===== src/rtl/reaction_timer_nd.sv =====
// Reaction timer. A start request arms a pseudo-random wait, then the LED lights and a
// BCD count runs until the push button is hit. Also tracks false starts, overflow and best time.
module reaction_timer_nd #(
    parameter int NUM_DIGITS = 2,
    parameter int TICK_DIV   = 500000,
    parameter int MIN_DELAY  = 100,
    parameter int RAND_BITS  = 8
) (
    input  logic                      Clock,
    input  logic                      Reset,
    input  logic                      rst,
    input  logic                      w,
    input  logic                      Pushn,
    output logic                      LEDn,
    output logic [7*NUM_DIGITS-1:0]   Digits,
    output logic [4*NUM_DIGITS-1:0]   best_bcd,
    output logic                      busy,
    output logic                      false_start,
    output logic                      overflow
);

    localparam int DIV_W = (TICK_DIV > 2) ? $clog2(TICK_DIV) : 1;
    localparam int DLY_W = $clog2(MIN_DELAY + (2 ** RAND_BITS)) + 1;
    localparam int CNT_W = 4 * NUM_DIGITS;

    localparam logic [6:0]       SEG_DASH = 7'h3F;
    localparam logic [15:0]      LFSR_SEED = 16'hACE1;
    localparam logic [CNT_W-1:0] ALL_NINES = {NUM_DIGITS{4'h9}};

    typedef enum logic [2:0] {
        S_IDLE  = 3'd0,
        S_WAIT  = 3'd1,
        S_RUN   = 3'd2,
        S_DONE  = 3'd3,
        S_FAULT = 3'd4
    } state_t;

    function automatic logic [6:0] seg_encode(input logic [3:0] digit);
        logic [6:0] seg;
        case (digit)
            4'd0:    seg = 7'h40;
            4'd1:    seg = 7'h79;
            4'd2:    seg = 7'h24;
            4'd3:    seg = 7'h30;
            4'd4:    seg = 7'h19;
            4'd5:    seg = 7'h12;
            4'd6:    seg = 7'h02;
            4'd7:    seg = 7'h78;
            4'd8:    seg = 7'h00;
            4'd9:    seg = 7'h10;
            default: seg = 7'h7F;
        endcase
        return seg;
    endfunction

    function automatic logic [15:0] lfsr_step(input logic [15:0] cur);
        return {cur[14:0], cur[15] ^ cur[13] ^ cur[12] ^ cur[10]};
    endfunction

    state_t             state_q, state_d;
    logic               w_meta_q, w_meta_d, w_sync_q, w_sync_d, w_prev_q, w_prev_d;
    logic               p_meta_q, p_meta_d, p_sync_q, p_sync_d, p_prev_q, p_prev_d;
    logic [15:0]        lfsr_q, lfsr_d;
    logic [DIV_W-1:0]   div_q, div_d;
    logic [DLY_W-1:0]   delay_q, delay_d;
    logic [CNT_W-1:0]   count_q, count_d;
    logic [CNT_W-1:0]   best_q, best_d;
    logic               fs_q, fs_d;
    logic               ovf_q, ovf_d;
    logic               led_n_q, led_n_d;
    logic               busy_q, busy_d;

    logic               start_s;
    logic               press_s;
    logic               tick_s;
    logic [CNT_W-1:0]   count_inc_s;
    logic               inc_carry_s;
    logic [DLY_W-1:0]   arm_delay_s;

    // Synchroniser and edge-detect next values; Pushn idles high so its chain resets to 1
    always_comb begin
        w_meta_d = w;
        w_sync_d = w_meta_q;
        w_prev_d = w_sync_q;
        p_meta_d = Pushn;
        p_sync_d = p_meta_q;
        p_prev_d = p_sync_q;
        lfsr_d   = lfsr_step(lfsr_q);
    end

    assign start_s     = w_sync_q & ~w_prev_q;
    assign press_s     = ~p_sync_q & p_prev_q;
    assign tick_s      = (div_q == DIV_W'(TICK_DIV - 1));
    assign arm_delay_s = DLY_W'(MIN_DELAY) + DLY_W'(lfsr_q[RAND_BITS-1:0]);

    // BCD increment with ripple carry; a carry out of the top digit means the count is all 9s
    always_comb begin
        count_inc_s = count_q;
        inc_carry_s = 1'b1;
        for (int k = 0; k < NUM_DIGITS; k++) begin
            if (inc_carry_s) begin
                if (count_q[4*k +: 4] == 4'd9) begin
                    count_inc_s[4*k +: 4] = 4'd0;
                end else begin
                    count_inc_s[4*k +: 4] = count_q[4*k +: 4] + 4'd1;
                    inc_carry_s           = 1'b0;
                end
            end else begin
                count_inc_s[4*k +: 4] = count_q[4*k +: 4];
            end
        end
    end

    // FSM next state plus datapath next values; sync reset overrides every event
    always_comb begin
        state_d = state_q;
        div_d   = tick_s ? '0 : (div_q + DIV_W'(1));
        delay_d = delay_q;
        count_d = count_q;
        best_d  = best_q;
        fs_d    = fs_q;
        ovf_d   = ovf_q;

        if (rst) begin
            state_d = S_IDLE;
            div_d   = '0;
            delay_d = '0;
            count_d = '0;
            fs_d    = 1'b0;
            ovf_d   = 1'b0;
        end else begin
            case (state_q)
                S_IDLE, S_FAULT: begin
                    if (start_s) begin
                        state_d = S_WAIT;
                        div_d   = '0;
                        delay_d = arm_delay_s;
                        count_d = '0;
                        fs_d    = 1'b0;
                        ovf_d   = 1'b0;
                    end else begin
                        state_d = state_q;
                    end
                end
                S_WAIT: begin
                    if (press_s) begin
                        state_d = S_FAULT;
                        fs_d    = 1'b1;
                    end else if (tick_s) begin
                        if (delay_q <= DLY_W'(1)) begin
                            state_d = S_RUN;
                            delay_d = '0;
                            div_d   = '0;
                        end else begin
                            delay_d = delay_q - DLY_W'(1);
                        end
                    end else begin
                        delay_d = delay_q;
                    end
                end
                S_RUN: begin
                    // A press in the same cycle as a tick freezes the count without that tick
                    if (press_s) begin
                        state_d = S_DONE;
                    end else if (tick_s) begin
                        if (inc_carry_s) begin
                            ovf_d = 1'b1;
                        end else begin
                            count_d = count_inc_s;
                        end
                    end else begin
                        count_d = count_q;
                    end
                end
                S_DONE: begin
                    // Packed BCD keeps numeric order, so a plain unsigned compare is valid
                    if (!ovf_q && (count_q < best_q)) begin
                        best_d = count_q;
                    end else begin
                        best_d = best_q;
                    end
                    if (start_s) begin
                        state_d = S_WAIT;
                        div_d   = '0;
                        delay_d = arm_delay_s;
                        count_d = '0;
                        fs_d    = 1'b0;
                        ovf_d   = 1'b0;
                    end else begin
                        state_d = S_DONE;
                    end
                end
                default: begin
                    state_d = S_IDLE;
                end
            endcase
        end

        led_n_d = (state_d != S_RUN);
        busy_d  = (state_d == S_WAIT) || (state_d == S_RUN);
    end

    // State and datapath registers
    always_ff @(posedge Clock or posedge Reset) begin
        if (Reset) begin
            state_q  <= S_IDLE;
            w_meta_q <= 1'b0;
            w_sync_q <= 1'b0;
            w_prev_q <= 1'b0;
            p_meta_q <= 1'b1;
            p_sync_q <= 1'b1;
            p_prev_q <= 1'b1;
            lfsr_q   <= LFSR_SEED;
            div_q    <= '0;
            delay_q  <= '0;
            count_q  <= '0;
            best_q   <= ALL_NINES;
            fs_q     <= 1'b0;
            ovf_q    <= 1'b0;
            led_n_q  <= 1'b1;
            busy_q   <= 1'b0;
        end else begin
            state_q  <= state_d;
            w_meta_q <= w_meta_d;
            w_sync_q <= w_sync_d;
            w_prev_q <= w_prev_d;
            p_meta_q <= p_meta_d;
            p_sync_q <= p_sync_d;
            p_prev_q <= p_prev_d;
            lfsr_q   <= lfsr_d;
            div_q    <= div_d;
            delay_q  <= delay_d;
            count_q  <= count_d;
            best_q   <= best_d;
            fs_q     <= fs_d;
            ovf_q    <= ovf_d;
            led_n_q  <= led_n_d;
            busy_q   <= busy_d;
        end
    end

    // Segment drive: dashes on a false start, otherwise the live count
    always_comb begin
        Digits = '1;
        for (int k = 0; k < NUM_DIGITS; k++) begin
            if (state_q == S_FAULT) begin
                Digits[7*k +: 7] = SEG_DASH;
            end else begin
                Digits[7*k +: 7] = seg_encode(count_q[4*k +: 4]);
            end
        end
    end

    assign LEDn        = led_n_q;
    assign best_bcd    = best_q;
    assign busy        = busy_q;
    assign false_start = fs_q;
    assign overflow    = ovf_q;

endmodule


===== config.mk =====
export PLATFORM = sky130hd
export DESIGN_NAME = reaction_timer_nd
export DESIGN_NICKNAME = d
export VERILOG_FILES = /design/src/rtl/reaction_timer_nd.sv
export SDC_FILE = /design/constraint.sdc
export NUM_CORES = 1
export LEC_CHECK = 0
export ABC_AREA = 1
export CAP_MARGIN = 0
export CELL_PAD_IN_SITES_DETAIL_PLACEMENT = 1
export CELL_PAD_IN_SITES_GLOBAL_PLACEMENT = 1
export CORE_MARGIN = 1
export CORE_UTILIZATION = 44
export CTS_CLUSTER_DIAMETER = 40
export DETAILED_ROUTE_END_ITERATION = 7
export PLACE_DENSITY_LB_ADDON = 0.1
export SLEW_MARGIN = 20
export SYNTH_ARGS = -nofsm -noshare
export SYNTH_HDL_FRONTEND = slang
export SYNTH_SLANG_ARGS = --single-unit

===== constraint.sdc =====
create_clock -name Clock -period 2.8 [get_ports Clock]
set_input_delay 0.56 -clock Clock [delete_from_list [all_inputs] [get_ports Clock]]
set_output_delay 0.56 -clock Clock [all_outputs]
set_load 0.1 [all_outputs]

==> flow_summary.toml, run 1 <==
[sta]
setup-violations-final = 0
rsz0062_at_grt = "no"
tightest_slew_ns = 0.4230
hold_violations = 0
max_freq_mhz = 396.8
clock_skew_ns = 0.01253
fin_crit_sh = 0.9002
slew_viol_final = 0
relSlewSlack = 0.7171
fin_crit_ns = 2.520

[logic_synthesis]
synth-compound-area-share = 0.08144
syn_area_sq_um = 4409
synthTopCellsByArea = "dfrtp_1 (33%), nand2_1 (13%), dfstp_2 (9.5%)"
synthDistinctLibCells = 35
syn_inst = 593
yosys.area.top_type = "dfrtp_1"
netlist.area_leader.share = 0.3292
yosys.area_share.simple = 0.3297
synthAdderAreaFrac = 0.05959
yosysWarnings = 0
synth_top_family_by_area = "simple AND/OR/NAND/NOR gates"
synth_xor_area_frac = 0.01986
synth_area_per_cell_sq_um = 7.435
ys_seq_elements = 74
ys_seq_area_frac = 0.4245
muxShareOfSynthArea = 0
postSynthNetCount = 619

[die]
start_util = 0.4532
ios = 31
die_h_um = 102.1
std_cell_rows = 36
dieArea_sq_um = 10430
die_w_um = 102.1
design.core.area_sq_um = 9729

[global_routing]
grt_pass1_vias = 4014
grt_pass1_wl_um = 18870
overflow = 0
grt_max_degree = 75
track_usage = 0.2342
antenna_found_initial = 0

[cells_and_area]
area_growth_pct = 18.33
final_area_sq_um = 5218
drive_gt1_frac = 0.1711
fin_nets = 658
layout_common_cells = "nand2_1 (158), inv_1 (80), nor2_1 (77)"
n_antenna_cell = 0
final_common_cell = "nand2_1"
post-route-util = 0.5363
fillers = 1256

[power]
vdd_drop_max_uv = 272.7
clkPwrFrac = 0.366
seqPwrFrac = 0.442
pwr_density_cell_nw_per_um2 = 491.3
swShare = 0.3098
p_int_mw = 1.769
combPwrFrac = 0.192
p_switching_mw = 0.7941
leakagePower_nw = 2.523

[detailed_routing]
vias_per_cell = 4.997
drt_iter0_drc = 117
avgRoutedWirePerCell_um = 14.42
vias = 3848
routed_wl_um = 11110
drtAntennaViolNets = 0
first_pass_iters = 4
drc = 0

[clock_tree]
ctsHoldBuffers = 0
clk_path_buf_depth = 2
clock-sinks = 74
clock_latency_ns = 0.36
htreeDepth = 3
cts_tree = "built"
ctsResizeCount = 0
post-cts-setup-buffers = 0
clk_pin_slew_ns = 0.09
clock-root-buffer = "clkbuf_8"
cts_made_buffers = 9

[placement]
placed_cell_area_sq_um = 4999
gp_congestion = 0.8076
hpwlAfterDp_um = 8460
place.port_buffers = 30

[worst_setup_path]
cp-end-kind = "output port"
crit_family = "simple AND/OR/NAND/NOR gates"
reg2reg_slack_ns = 0.81
crit_type = "reg2out"
crit_chain = "nor2_1 -> inv_2 -> nor2_1 -> buf_4 -> nor2_1 -> o21ai_1 -> buf_12"
startpoint = "state_q[0]"
timing.rr.end = "busy"
crit_required_ns = 2.24
timing.rr.start = "delay_q[0]"
crit_slowest_cell = "dfrtp_1"
worstRegToRegCells = 10
crit_path_max_incr_delay_ns = 0.43
cp_num_buf_inv = 3
cpMostUsedCell = "nor2_1"
critPathArrivalTime_ns = 1.96
critPathLaunchType = "flop"
worstPathMaxFanout = 5

[worst_hold_path]
hold_class = "reg2reg"
min_path_cells = 0
hold-path-endpoint = "lfsr_q[15]"
min-delay-start = "lfsr_q[14]"

[run]
drv_cap = 0

[outcome]
status = "finished, final reports clean"
==> state kept, by name (all words and copies together), names as in the netlist, 3 cells and up <==
register,flops
lfsr_q,16
div_q,19
state_q,3
best_bcd,8
delay_q,10
count_q,8
==> cells by family after synthesis <==
family                     count (synthesis)
AOI/OAI and AO/OA                         59
xor gates and xnor gates                  10
adders and majority gates                 21
buffers and inverters                     97
DFF                                       74
and+or+nand+nor                          332
==> cell usage after synthesis <==
cell      instances
a211oi_4          1
a21oi_1          18
a21oi_2           2
a21oi_4           1
a22oi_1           2
buf_2             2
buf_6             1
clkbuf_1          4
clkinv_1          1
dfrtp_1          58
dfstp_2          16
ha_1             21
inv_1            81
inv_2             8
nand2_1         158
nand2_2          10
nand2_4           1
nand3_1          58
nand3_2           2
nand4_1           8
nor2_1           77
nor2_2            4
nor2_4            3
nor3_1            2
nor3_2            3
nor3b_1           1
nor4_1            2
o21ai_0          27
o21ai_1           1
o21ai_2           6
o21bai_1          1
or2_2             2
or3_1             1
xnor2_1           5
xor2_1            5
==> per-stage QoR <==
step | setup TNS, ns | hold WS (ns) | setup slack (ns) | instances | total power, mW
final | 0 | 0.3561 | 0.2795 | 770 | 2.563
after global routing | 0 | 0.3691 | 0.1108 | 770 | 2.658
after CTS | 0 | 0.3565 | 0.2482 | 770 | 2.578
after detailed placement | 0 | 0.3384 | 0.5160 | 754 | 1.647
after global placement | 0 | 0.3356 | 0.5899 | 754 | 1.629
after floorplan | -0.009065 | 0.3312 | -0.009065 | 593 | 1.494
==> per-layer routing <==
layer / up-vias / track usage / wire length (um)
met5: - / 0 / 0
met4: 0 / 0.08132 / 135
li1: 1943 / - / -
met3: 10 / 0.02052 / 146
met2: 25 / 0.4032 / 5540
met1: 1870 / 0.3100 / 5284
==> power groups by stage <==
stage	Sequential [mW]	Combinational [mW]	Clock, mW
after detailed placement	1.15	0.494	0
after floorplan	1.16	0.331	0
after global placement	1.15	0.478	0
after global routing	1.14	0.534	0.986
after CTS	1.13	0.496	0.949
final	1.13	0.491	0.939
==> area by class of cell <==
type                       count  area, sq um  area share
multi-input combinational    422         2175      0.4168
sequential                    74         1872      0.3588
inverter                      90        337.8     0.06475
timing repair buffer          35        447.9     0.08585
clock buffer                  11        141.4     0.02710
clock inverter                 5        77.57     0.01487
tap                          133        166.4     0.03189
==> how the worst max path moves through the flow <==
stage,end,slack (ns),cells past startpoint
final,Digits[5],0.28,7
after global routing,Digits[5],0.11,7
after global placement,best_bcd[5],0.59,6
after CTS,Digits[5],0.25,7
after detailed placement,best_bcd[1],0.52,6
after floorplan,Digits[0],-0.009,5
(Power assumes the default switching activity.)
==> run 2: changes to the inputs <==
--- a/config.mk
+++ b/config.mk
@@ -6,10 +6,8 @@
 export NUM_CORES = 1
 export LEC_CHECK = 0
 export ABC_AREA = 1
-export CAP_MARGIN = 0
 export CELL_PAD_IN_SITES_DETAIL_PLACEMENT = 1
 export CELL_PAD_IN_SITES_GLOBAL_PLACEMENT = 1
-export CORE_MARGIN = 1
 export CORE_UTILIZATION = 44
 export CTS_CLUSTER_DIAMETER = 40
 export DETAILED_ROUTE_END_ITERATION = 7
==> results of run 2 <==
The final DEF is identical to that of run 1; final timing and power are the same.
